<file path="src/rtl/instruction_fetch.sv">
// MIPS fetch stage: PC register, next-PC selection, IF/ID pipeline register.
// The ROM read is combinational; IF/ID captures it on the next edge.
module instruction_fetch #(
  parameter logic [31:0] RESET_PC = 32'h0000_0000,
  parameter logic [31:0] NOP      = 32'h0000_0000
) (
  input  logic        clk,
  input  logic        reset,
  input  logic        stall,
  input  logic        flush,
  input  logic        jump_en,
  input  logic [25:0] jump_index,
  input  logic        jr_en,
  input  logic [31:0] jr_target,
  input  logic        branch_en,
  input  logic [31:0] branch_target,
  input  logic [31:0] Instruction,
  output logic [30:0] Address,
  output logic [31:0] pc,
  output logic [31:0] ifid_instr,
  output logic [31:0] ifid_pc_plus4,
  output logic        ifid_valid,
  output logic [31:0] fetch_count
);

  logic [31:0] pc_plus4;
  logic [31:0] next_pc;
  logic        jr_take;
  logic        jump_take;
  logic        redirect;
  logic        bubble;
  logic        load;

  assign pc_plus4  = pc + 32'd4;
  assign Address   = pc[30:0];

  // ID redirects wait out a stall; the EX branch is older and wins
  assign jr_take   = jr_en & ~stall;
  assign jump_take = jump_en & ~stall;
  assign redirect  = branch_en | jr_take | jump_take;
  assign bubble    = redirect | flush;
  assign load      = ~bubble & ~stall;

  always_comb begin
    next_pc = pc_plus4;
    priority case (1'b1)
      branch_en: next_pc = branch_target;
      jr_take:   next_pc = {jr_target[31:2], 2'b00};
      jump_take: next_pc = {ifid_pc_plus4[31:28], jump_index, 2'b00};
      stall:     next_pc = pc;
      default:   next_pc = pc_plus4;
    endcase
  end

  always_ff @(posedge clk or negedge reset) begin
    if (!reset) begin
      pc <= RESET_PC;
    end else begin
      pc <= next_pc;
    end
  end

  always_ff @(posedge clk or negedge reset) begin
    if (!reset) begin
      ifid_instr    <= NOP;
      ifid_pc_plus4 <= 32'd0;
      ifid_valid    <= 1'b0;
      fetch_count   <= 32'd0;
    end else if (bubble) begin
      ifid_instr    <= NOP;
      ifid_pc_plus4 <= 32'd0;
      ifid_valid    <= 1'b0;
    end else if (load) begin
      ifid_instr    <= Instruction;
      ifid_pc_plus4 <= pc_plus4;
      ifid_valid    <= 1'b1;
      fetch_count   <= fetch_count + 32'd1;
    end
  end

endmodule

</file>
<file path="config.mk">
export PLATFORM = sky130hd
export DESIGN_NAME = instruction_fetch
export DESIGN_NICKNAME = d
export VERILOG_FILES = /design/src/rtl/instruction_fetch.sv
export SDC_FILE = /design/constraint.sdc
export NUM_CORES = 1
export LEC_CHECK = 0
export CAP_MARGIN = 30
export CELL_PAD_IN_SITES_DETAIL_PLACEMENT = 0
export CELL_PAD_IN_SITES_GLOBAL_PLACEMENT = 1
export CORE_MARGIN = 10
export CORE_UTILIZATION = 34
export CTS_BUF_LIST = sky130_fd_sc_hd__clkbuf_4 sky130_fd_sc_hd__clkbuf_8 sky130_fd_sc_hd__clkbuf_16
export DETAILED_ROUTE_END_ITERATION = 10
export PLACE_DENSITY_LB_ADDON = 0.1
export SYNTH_ARGS = -nofsm -noshare
export SYNTH_HDL_FRONTEND = slang
export SYNTH_SLANG_ARGS = --single-unit
</file>
<file path="constraint.sdc">
create_clock -name clk -period 4.4 [get_ports clk]
set_input_delay 0.88 -clock clk [delete_from_list [all_inputs] [get_ports clk]]
set_output_delay 0.88 -clock clk [all_outputs]
set_load 0.01 [all_outputs]
</file>
==> key figures, run 1 <==
Routing
  • DR WL/cell: 22.26 um
  • Antenna-violating nets left: 0
  • WL final: 27.07 mm
  • Post-DR vias/cell: 5.324
  • Via count: 6474
  • First-pass DRT Iterations: 5
  • Initial DRC Count: 304
  • # DRC: 0

Global routing
  • GR peak layer: met2
  • Largest net degree at the start of global routing: 84
  • Overflow after GRT: 0
  • Initial antenna violation count: 2
  • First-pass GRT wire length: 41.62 mm
  • Vias in the first global route: 6810
  • GRT Util Overall: 20.67%
  • GR Util met2: 33.91%
  • M1 GR Usage: 25.04%
  • M3 GR Usage: 7.866%

Logic synthesis
  • FFs w/ async S/R, synth: 100.0%
  • Mapped Area: 6689 um^2
  • Syn Area/Cell: 9.666 um^2
  • Top_reg_cell synth: dfrtp_1
  • YS warnings: 0
  • Top-count cell post-synth: dfrtp_1
  • Flops & latches, synth: 129
  • Largest area contributor in the netlist: dfrtp_1
  • Post-Syn Instances: 692
  • Post-synth top cells: dfrtp_1, nand2_1, o21ai_0
  • Yosys top cell area share: 48.26%
  • Unique masters post-synth: 56
  • Syn Nets: 823
  • Post-synth EDFFs: 0
  • Synth area leaders: dfrtp_1, a22o_1, xnor2_1
  • Seq/Total Area, Yosys: 48.26%

Timing
  • Worst slew margin: 36.47%
  • Worst Tran Pin Value: 951.0 ps
  • RSZ-0062 raised after global routing: no
  • Final Max Slew Viols: 0
  • Final period util: 68.77%
  • Setup TNS: 0 ps
  • Max Freq: 0.3305 GHz
  • Final Skew: 13.56 ps
  • Hold Vio Cnt, Final: 0
  • Final setup violation count: 0
  • Period minus WS final: 3026 ps

CTS
  • CTS Hold Bufs: 0
  • Reg clk slew, reported paths: 60 ps
  • Sink Count: 129
  • CTS tree: built
  • Post-CTS Resized: 0
  • TritonCTS buffer count: 17
  • H-tree depth: 4
  • CTS Buffer Depth: 2
  • Post-CTS setup buffers: 0
  • Clk Latency, worst-skew pair: 430 ps
  • Clock Root Buffer: clkbuf_16

Floorplan
  • I/O Pins: 289
  • Core Area: 19400 um^2
  • FP Rows: 51
  • Die ar.: 25680 um^2
  • Die Height: 160.3 um
  • Initial core utilization: 34.48%
  • Die W: 160.3 um

Placed design
  • Placement Cell Area: 9598 um^2
  • GP Congestion: 0.8521
  • Input/output buffers: 286
  • DP HPWL: 19.86 mm

Power
  • LEAKAGE: 4.217 nW
  • Peak VDD IR: 261.5 uV
  • Cell Pwr Density: 345.6 nW/um^2
  • Tot Pwr: 3.547 mW

Worst setup path
  • CP peak stage delay: 790 ps
  • Setup crit start kind: input port
  • Critical Path, Cell by Cell: clkdlybuf4s50_1 > or4_1 > nor4_4 > and2_1 > nand4_4 > xnor2_2
  • Crit path arrival time: 3330 ps
  • Critical Path Fanout Max: 8
  • CP Class: input port to flop
  • CP required: 4700 ps
  • Slowest-stage cell, CP: or4_1
  • Worst Path Buf+Inv: 1
  • Crit. End Element: flop
  • Worst path top cell family by delay: simple AND/OR/NAND/NOR gates

Finish
  • Layout fillers: 1774
  • Seq. cell area: 3228 um^2
  • Final Cell Area: 10260 um^2
  • Area of the multi-input gates: 3012 um^2
  • Share of cells above drive strength 1: 6.646%
  • Final core occ: 52.90%
  • Final net count: 1066
  • Layout area overhead: 53.40%

Status
  • Status: finished, final reports clean

Hold path
  • Hold/Removal Path Class: flop to flop

Run
  • Maxcap violations: 0
-- area by class of cell --
type | count | area share, %
flip-flops and latches | 129 | 31.46
multi-input cells | 474 | 29.35
repair buffers | 299 | 28.98
clock buffers | 17 | 4.146
well taps | 265 | 3.231
clock inverters | 15 | 2.244
inverters | 14 | 0.5121
diodes | 3 | 0.07316
-- layout by cell type, fill, tap and decap left out, drive strengths merged, types with 6 or more instances in the layout --
master	instances
clkdlybuf4s50	285
dfrtp	129
nand2	81
o21ai	50
a22o	39
nor2	39
xnor2	37
a21oi	25
nor3	19
nand3	19
inv	19
clkbuf	17
o22ai	16
nand4	15
xor2	14
buf	14
nor4	12
a221oi	11
and3	9
a211oi	9
and4	8
a31oi	8
o221ai	6
-- report_power, final --
group	total [mW]	switching (mW)	internal, mW	leakage [nW]
registers	1.34	0.102	1.24	1.69
logic	0.612	0.275	0.337	2.20
clock network	1.59	0.579	1.01	0.323
-- metal layers --
layer / share of wire [%] / routed length [um]
met5: 0 / 0
met4: 1.0 / 272
met3: 8.9 / 2420
met2: 49 / 13220
met1: 41 / 11150
-- through the flow --
| step | worst slack [ps] | cells | hold WS [ps] |
|---|---|---|---|
| floorplan | 1815 | 692 | 506.6 |
| detailed placement | 915.6 | 1181 | 466.6 |
| global route | 1280 | 1216 | 484.0 |
| global placement | 972.8 | 1181 | 463.1 |
| CTS | 1358 | 1213 | 478.0 |
| finish | 1374 | 1216 | 472.8 |
-- path summary, 6_finish.rpt --
path | end | slack, ps | start | cells after the start
worst max-delay path | fetch_count[23]$_DFFE_PN0P_ | 1370 | jr_en | 6
worst min-delay path | fetch_count[31]$_DFFE_PN0P_ | 470 | fetch_count[31]$_DFFE_PN0P_ | 1
worst max register to register | pc[22]$_DFFE_PN0N_ | 1860 | pc[2]$_DFFE_PN0N_ | 7
worst min register to register | fetch_count[31]$_DFFE_PN0P_ | 470 | fetch_count[31]$_DFFE_PN0P_ | 1
max in group asynchronous | ifid_instr[3]$_DFFE_PN0P_ | 2980 | reset | 2
min in group asynchronous | fetch_count[16]$_DFFE_PN0P_ | 490 | reset | 1
-- logic make-up (layout without fill, tap and decap cells) --
| family | count (synthesis) | in the layout | synth area share [%] |
|---|---|---|---|
| compound gates | 195 | 195 | 20.11 |
| xor+xnor | 51 | 51 | 6.790 |
| fa+ha+maj | 2 | 2 | 0.3741 |
| buf+inv | 89 | 345 | 6.902 |
| flops | 129 | 129 | 48.26 |
| mux | 2 | 2 | 0.2993 |
| other cells | 0 | 3 | 0 |
| simple gates | 224 | 224 | 17.27 |
-- state kept, by name, indices dropped and copies added (netlist names) --
| name | cells |
|---|---|
| ifid_valid | 1 |
| fetch_count | 32 |
| ifid_instr | 32 |
| ifid_pc_plus4 | 32 |
| pc | 32 |
No activity file was read; power rests on OpenSTA's default activity.
==> run 2: changes to the inputs <==
Settings changed: CORE_UTILIZATION 34 to 31.
Clock period 4.4 ns to 3.16 ns, I/O delays scaled along.
==> run 2 against run 1 <==
Clock power up 28%. Critical path depth is the same. Sequential cell count stayed put. Non-clock buffer count up 7. Clock skew is 3.2 ps lower. Total power increased by 34%. Cell count increased by 1.2%. Worst setup slack lost 840 ps. Sequential share of layout area down 0.092 points. Hold slack worse by 350 ps. Combinational power increased by 41%. Critical path type unchanged. Largest cell class unchanged. Largest power group unchanged. Highest routed layer is now met5.
==> key figures, run 2 (same netlist as run 1, synthesis figures left out) <==
Status
  • Status: finished, final reports clean (unchanged)

Placed design
  • GP Congestion: 0.8075 (was 0.8521)
  • Placement Cell Area: 9673 um^2 (was 9598 um^2)
  • Input/output buffers: 286 (unchanged)
  • DP Cell Count: 1198 (was 1181)
  • DP HPWL: 20.64 mm (was 19.86 mm)

CTS
  • TritonCTS buffer count: 17 (unchanged)
  • Clk Latency, worst-skew pair: 420 ps (was 430 ps)
  • Post-CTS Resized: 0 (unchanged)
  • Post-CTS setup buffers: 0 (unchanged)
  • CTS Buffer Depth: 2 (unchanged)
  • Reg clk slew, reported paths: 60 ps (about the same)
  • Clock Root Buffer: clkbuf_16 (unchanged)
  • CTS tree: built (unchanged)
  • Sink Count: 129 (unchanged)
  • CTS Hold Bufs: 0 (unchanged)
  • H-tree depth: 4 (unchanged)

Worst setup path
  • Crit path arrival time: 2980 ps (was 3330 ps)
  • CP peak stage delay: 490 ps (was 790 ps)
  • Worst Setup EP: ifid_pc_plus4[4]$_DFFE_PN0P_ (was fetch_count[23]$_DFFE_PN0P_)
  • CP required: 3510 ps (was 4700 ps)
  • Reg-to-reg startpoint: pc[18]$_DFFE_PN0N_ (was pc[2]$_DFFE_PN0N_)
  • Worst R2R Path Depth: 5 (was 7)
  • Crit path from: stall (was jr_en)
  • Worst Path Buf+Inv: 3 (was 1)
  • Critical Path, Cell by Cell: clkdlybuf4s50_1 > buf_4 > nand2_1 > nor2_4 > buf_12 > a22o_1 (was clkdlybuf4s50_1 > or4_1 > nor4_4 > and2_1 > nand4_4 > xnor2_2)
  • Reg-to-reg setup timing slack: 720 ps (was 1860 ps)
  • Number of cells on the critical path: 6 (unchanged)
  • CP Class: input port to flop (unchanged)
  • Setup crit start kind: input port (unchanged)
  • Worst reg2reg endpoint: pc[31]$_DFFE_PN0N_ (was pc[22]$_DFFE_PN0N_)
  • Crit. End Element: flop (unchanged)
  • Worst path top cell family by delay: buffers and inverters (was simple AND/OR/NAND/NOR gates)
  • Slowest-stage cell, CP: nand2_1 (was or4_1)
  • Critical Path Fanout Max: 58 (was 8)

Power
  • LEAKAGE: 4.228 nW (was 4.217 nW)
  • Clk pwr share: 42.9% (was 45.0%)
  • Net load switching power: 1.310 mW (was 0.9568 mW)
  • Cell Pwr Density: 463.3 nW/um^2 (was 345.6 nW/um^2)
  • Sw Share: 27.46% (was 26.98%)
  • Peak VDD IR: 286.9 uV (was 261.5 uV)
  • Tot Pwr: 4.768 mW (was 3.547 mW)
  • Int Pwr: 3.459 mW (was 2.590 mW)
  • Logic pwr share: 18.1% (was 17.3%)
  • Sequential share of power: 39.0% (was 37.8%)

Timing
  • Setup TNS: 0 ps (unchanged)
  • Period minus WS final: 2626 ps
  • Hold Vio Cnt, Final: 0 (unchanged)
  • Worst Tran Pin Value: 988.4 ps (was 951.0 ps)
  • Max Freq: 0.3808 GHz
  • Final period util: 83.11%
  • Final Skew: 10.40 ps (was 13.56 ps)
  • RSZ-0062 raised after global routing: no (unchanged)
  • Final setup violation count: 0 (unchanged)
  • Worst slew margin: 33.97% (was 36.47%)
  • Final Max Slew Viols: 0 (unchanged)

Finish
  • Post-Layout Cell Count: 1231 (was 1216)
  • Final Cell Area: 10290 um^2 (was 10260 um^2)
  • Layout fillers: 1984 (was 1774)
  • Most frequent cells in the layout: clkdlybuf4s50_1, dfrtp_1, nand2_1, o21ai_0, a22o_1 (unchanged)
  • Layout area overhead: 53.85% (was 53.40%)
  • Final net count: 1073 (was 1066)
  • Share of cells above drive strength 1: 7.330% (was 6.646%)
  • Commonest non-fill, non-tap cell in the layout: clkdlybuf4s50_1 (unchanged)

Global routing
  • Initial antenna violation count: 2 (unchanged)
  • Vias in the first global route: 7008 (was 6810)
  • GRT Util Overall: 19.20% (was 20.67%)
  • Overflow after GRT: 0 (unchanged)
  • First-pass GRT wire length: 42.09 mm (was 41.62 mm)
  • Largest net degree at the start of global routing: 59 (was 84)

Floorplan
  • Core Area: 21150 um^2 (was 19400 um^2)
  • I/O Pins: 289 (unchanged)
  • Die Height: 166.9 um (was 160.3 um)
  • Initial core utilization: 31.62% (was 34.48%)
  • Die ar.: 27850 um^2 (was 25680 um^2)
  • FP Rows: 53 (was 51)
  • Die W: 166.9 um (was 160.3 um)

Routing
  • DR WL/cell: 22.33 um (was 22.26 um)
  • WL final: 27.48 mm (was 27.07 mm)
  • # DRC: 0 (unchanged)
  • Initial DRC Count: 403 (was 304)
  • First-pass DRT Iterations: 6 (was 5)
  • Post-DR vias/cell: 5.286 (was 5.324)
  • Antenna-violating nets left: 0 (unchanged)
  • Via count: 6507 (was 6474)

Run
  • Maxcap violations: 0 (unchanged)

Hold path
  • Hold/Removal Path Class: input port to asynchronous set/reset pin (was flop to flop)
run 2: cell types whose count changed in the layout (fill, tap and decap cells not counted), sizes merged:
cell	previous run	this run
buf	14	21
inv	19	16
clkinvlp	0	2
bufinv	5	3
clkinv	5	7
diode	3	1
clkbuf	17	18
run 2: worst min-delay path by stage:
stage	endpoint	startpoint	slack (ps)	depth (start not counted)
final	pc[27]$_DFFE_PN0N_	reset	120	1
after global routing	pc[27]$_DFFE_PN0N_	reset	140	1
after CTS	pc[27]$_DFFE_PN0N_	reset	130	1
after detailed placement	fetch_count[31]$_DFFE_PN0P_	fetch_count[31]$_DFFE_PN0P_	470	1
after global placement	fetch_count[31]$_DFFE_PN0P_	fetch_count[31]$_DFFE_PN0P_	460	1
after floorplan	fetch_count[0]$_DFFE_PN0P_	reset	340	0
run 2: final cells by class:
type                            instances  area (um^2)  share of cell area (%)
Multi-Input combinational cell        474         3012                   29.26
Clock buffer                           18        432.9                   4.207
Tap cell                              275        344.1                   3.343
Inverter                               14        52.55                  0.5106
Timing Repair Buffer                  306         3037                   29.51
Antenna cell                            1        2.502                 0.02432
Sequential cell                       129         3228                   31.37
Clock inverter                         14        182.7                   1.775
run 2: power groups by stage:
stage          combinational, mW  sequential [mW]  clock [mW]
3_5_place_dp               0.870             1.89           0
3_3_place_gp               0.868             1.89           0
2_1_floorplan              0.356             1.88           0
4_1_cts                    0.875             1.86        2.09
6_report                   0.863             1.86        2.04
5_1_grt                    0.936             1.88        2.17
run 2: through the flow:
stage               hold WS (ps)  setup slack, ps  util [%]
floorplan                  336.4            823.1         -
global placement           462.3            178.9     45.70
detailed placement         468.7            141.1     45.73
CTS                        130.2            569.9     48.64
global route               141.5            413.9     48.65
finish                     120.2            533.9     48.65
run 2: routing by layer:
metal  wire length, um  up-vias  global-route usage [%]
met5                12        -                       0
met4               454        2                   5.766
met3              2554       26                   7.649
met2             13490      258                   31.55
met1             10970     3225                   22.55
li1                  -     2996                       -
==> run 3: changes to the inputs <==
Settings changed: CORE_UTILIZATION 31 to 28.
Clock period 3.16 ns to 2.4 ns, I/O delays scaled along.
==> run 3 against run 2 <==
Sequential cell count did not move. Count of clock-buffer cells in the layout is 1 lower. Sequential power up 29%. Die area increased by 9.4%. Worst setup slack lost 350 ps. Register-to-register slack worse by 360 ps. Cell area rose by 5.8%. Critical path depth is 2 higher. Total power grew 38%. Combinational power grew 54%.
==> key figures, run 3 (same netlist as run 1, synthesis figures left out) <==
Global routing
  • First-pass GRT wire length: 44.69 mm (was 42.09 mm)
  • Overflow after GRT: 0 (unchanged)
  • Largest net degree at the start of global routing: 82 (was 59)
  • Initial antenna violation count: 0 (was 2)
  • Vias in the first global route: 7223 (was 7008)
  • GRT Util Overall: 18.73% (was 19.20%)

Routing
  • Initial DRC Count: 518 (was 403)
  • First-pass DRT Iterations: 7 (was 6)
  • WL final: 29.02 mm (was 27.48 mm)
  • DR WL/cell: 21.82 um (was 22.33 um)
  • Via count: 6697 (was 6507)
  • Post-DR vias/cell: 5.035 (was 5.286)
  • # DRC: 0 (unchanged)
  • Antenna-violating nets left: 0 (unchanged)

Worst setup path
  • Worst Path Buf+Inv: 3 (unchanged)
  • CP peak stage delay: 520 ps (was 490 ps)
  • Setup crit start kind: input port (unchanged)
  • Worst R2R Path Depth: 6 (was 5)
  • Reg-to-reg startpoint: pc[17]$_DFFE_PN0N_ (was pc[18]$_DFFE_PN0N_)
  • Critical Path, Cell by Cell: clkdlybuf4s50_1 > or4_1 > buf_4 > nor4_4 > buf_4 > nand2_1 > nor4_2 > xor2_1 (was clkdlybuf4s50_1 > buf_4 > nand2_1 > nor2_4 > buf_12 > a22o_1)
  • CP Class: input port to flop (unchanged)
  • Crit path arrival time: 2560 ps (was 2980 ps)
  • Most frequent CP cell: buf_4
  • Reg-to-reg setup timing slack: 360 ps (was 720 ps)
  • Worst reg2reg endpoint: ifid_pc_plus4[23]$_DFFE_PN0P_ (was pc[31]$_DFFE_PN0N_)
  • Critical Path Fanout Max: 5 (was 58)
  • Worst path top cell family by delay: simple AND/OR/NAND/NOR gates (was buffers and inverters)
  • Slowest-stage cell, CP: or4_1 (was nand2_1)
  • CP required: 2740 ps (was 3510 ps)
  • Crit. End Element: flop (unchanged)

CTS
  • H-tree depth: 4 (unchanged)
  • TritonCTS buffer count: 17 (unchanged)
  • Sink Count: 129 (unchanged)
  • Reg clk slew, reported paths: 60 ps (about the same)
  • Post-CTS Resized: 0 (unchanged)
  • CTS tree: built (unchanged)
  • CTS Buffer Depth: 2 (unchanged)
  • CTS Hold Bufs: 0 (unchanged)
  • Clk Latency, worst-skew pair: 420 ps (about the same)
  • Clock Root Buffer: clkbuf_16 (unchanged)

Finish
  • Commonest non-fill, non-tap cell in the layout: clkdlybuf4s50_1 (unchanged)
  • Area of the multi-input gates: 3012 um^2 (unchanged)
  • Most frequent cells in the layout: clkdlybuf4s50_1, dfrtp_1, nand2_1, buf_4, o21ai_0 (was clkdlybuf4s50_1, dfrtp_1, nand2_1, o21ai_0, a22o_1)
  • Seq. cell area: 3228 um^2 (unchanged)
  • Layout fillers: 2219 (was 1984)
  • Layout area overhead: 62.81% (was 53.85%)
  • Ant. Diodes: 0 (was 1)
  • Share of cells above drive strength 1: 12.46% (was 7.330%)
  • Final net count: 1131 (was 1073)

Power
  • Cell Pwr Density: 602.5 nW/um^2 (was 463.3 nW/um^2)
  • LEAKAGE: 4.537 nW (was 4.228 nW)
  • Peak VDD IR: 312.6 uV (was 286.9 uV)

Timing
  • Hold_ws: 27.44 ps (was 120.2 ps)
  • Final setup violation count: 0 (unchanged)
  • Final Skew: 19.83 ps (was 10.40 ps)
  • Max Freq: 0.4504 GHz
  • Period minus WS final: 2220 ps
  • Worst Tran Pin Value: 878.7 ps (was 988.4 ps)
  • Worst setup margin: 179.8 ps (was 533.9 ps)
  • Worst slew margin: 41.30% (was 33.97%)
  • Final Max Slew Viols: 0 (unchanged)
  • Final period util: 92.51%
  • Hold Vio Cnt, Final: 0 (unchanged)
  • RSZ-0062 raised after global routing: no (unchanged)

Floorplan
  • I/O Pins: 289 (unchanged)
  • Die Height: 174.6 um (was 166.9 um)
  • Die ar.: 30470 um^2 (was 27850 um^2)
  • FP Rows: 56 (was 53)
  • Core Area: 23470 um^2 (was 21150 um^2)
  • Initial core utilization: 28.50% (was 31.62%)
  • Die W: 174.6 um (was 166.9 um)

Run
  • Maxcap violations: 0 (unchanged)

Hold path
  • Hold/Removal Path Class: input port to asynchronous set/reset pin (unchanged)

Placed design
  • GP Congestion: 0.8166 (was 0.8075)
  • Pre-CTS WS: -283.8 ps (was 141.1 ps)
  • DP HPWL: 22.41 mm (was 20.64 mm)
  • Input/output buffers: 286 (unchanged)

Status
  • Status: finished, final reports clean (unchanged)
## run 3: cell count changes in the layout (fill, tap and decap cells not counted), sizes merged
cell / change
buf: +58
clkinv: -5
bufinv: +2
clkinvlp: +2
clkbuf: -1
diode: -1
## run 3: stage by stage
stage / setup TNS, ps / area [um^2] / std cells / total power, mW / utilization (%)
floorplan: 0 / 6689 / 692 / 2.940 / -
global placement: -6753 / 10240 / 1298 / 3.761 / 43.62
detailed placement: -7717 / 10240 / 1298 / 3.770 / 43.62
CTS: 0 / 10880 / 1328 / 6.651 / 46.33
global route: 0 / 10890 / 1330 / 6.846 / 46.40
finish: 0 / 10890 / 1330 / 6.561 / 46.40
## run 3: worst max-delay path by stage
stage | slack, ps | cells after the start | start | to
6_report | 180 | 8 | jr_en | fetch_count[19]$_DFFE_PN0P_
5_1_grt | 30 | 8 | jr_en | fetch_count[19]$_DFFE_PN0P_
4_1_cts | 160 | 8 | jr_en | fetch_count[19]$_DFFE_PN0P_
3_5_place_dp | -280 | 8 | jr_en | fetch_count[19]$_DFFE_PN0P_
3_3_place_gp | -250 | 8 | jr_en | fetch_count[19]$_DFFE_PN0P_
2_1_floorplan | 220 | 7 | jr_en | fetch_count[23]$_DFFE_PN0P_
## run 3: per-layer routing
metal / vias up / global-route usage [%] / wire, um
li1: 3111 / - / -
met1: 3285 / 23.71 / 12830
met2: 280 / 29.85 / 13480
met3: 21 / 5.764 / 2285
met4: 0 / 5.970 / 429
met5: - / 0 / 0
## run 3: area by class of cell
| class | instances | share of cell area [%] |
|---|---|---|
| clock buffer | 17 | 3.906 |
| clock inverter | 13 | 1.942 |
| inverter | 14 | 0.4825 |
| multi-input combinational | 474 | 27.65 |
| sequential | 129 | 29.64 |
| tap | 319 | 3.665 |
| timing repair buffer | 364 | 32.71 |
## run 3: timing repair
action / 4_1_cts / 5_1_grt
setup endpoints to repair: 0 / 1
endpoints found under the hold margin: 0 / 0
buffers inserted: 0 / 2
## run 3: worst register-to-register path, cell delays in order (launching register included)
cell	delay, ps
dfrtp_1	420
and2_1	240
nand4_2	320
buf_4	280
o21a_1	190
or2_2	310
a22o_1	180
## run 3: where the power goes
part	total, mW	internal, mW	switching (mW)
sequential	2.40	2.27	0.126
combinational	1.33	0.708	0.619
clock	2.84	1.84	1.00
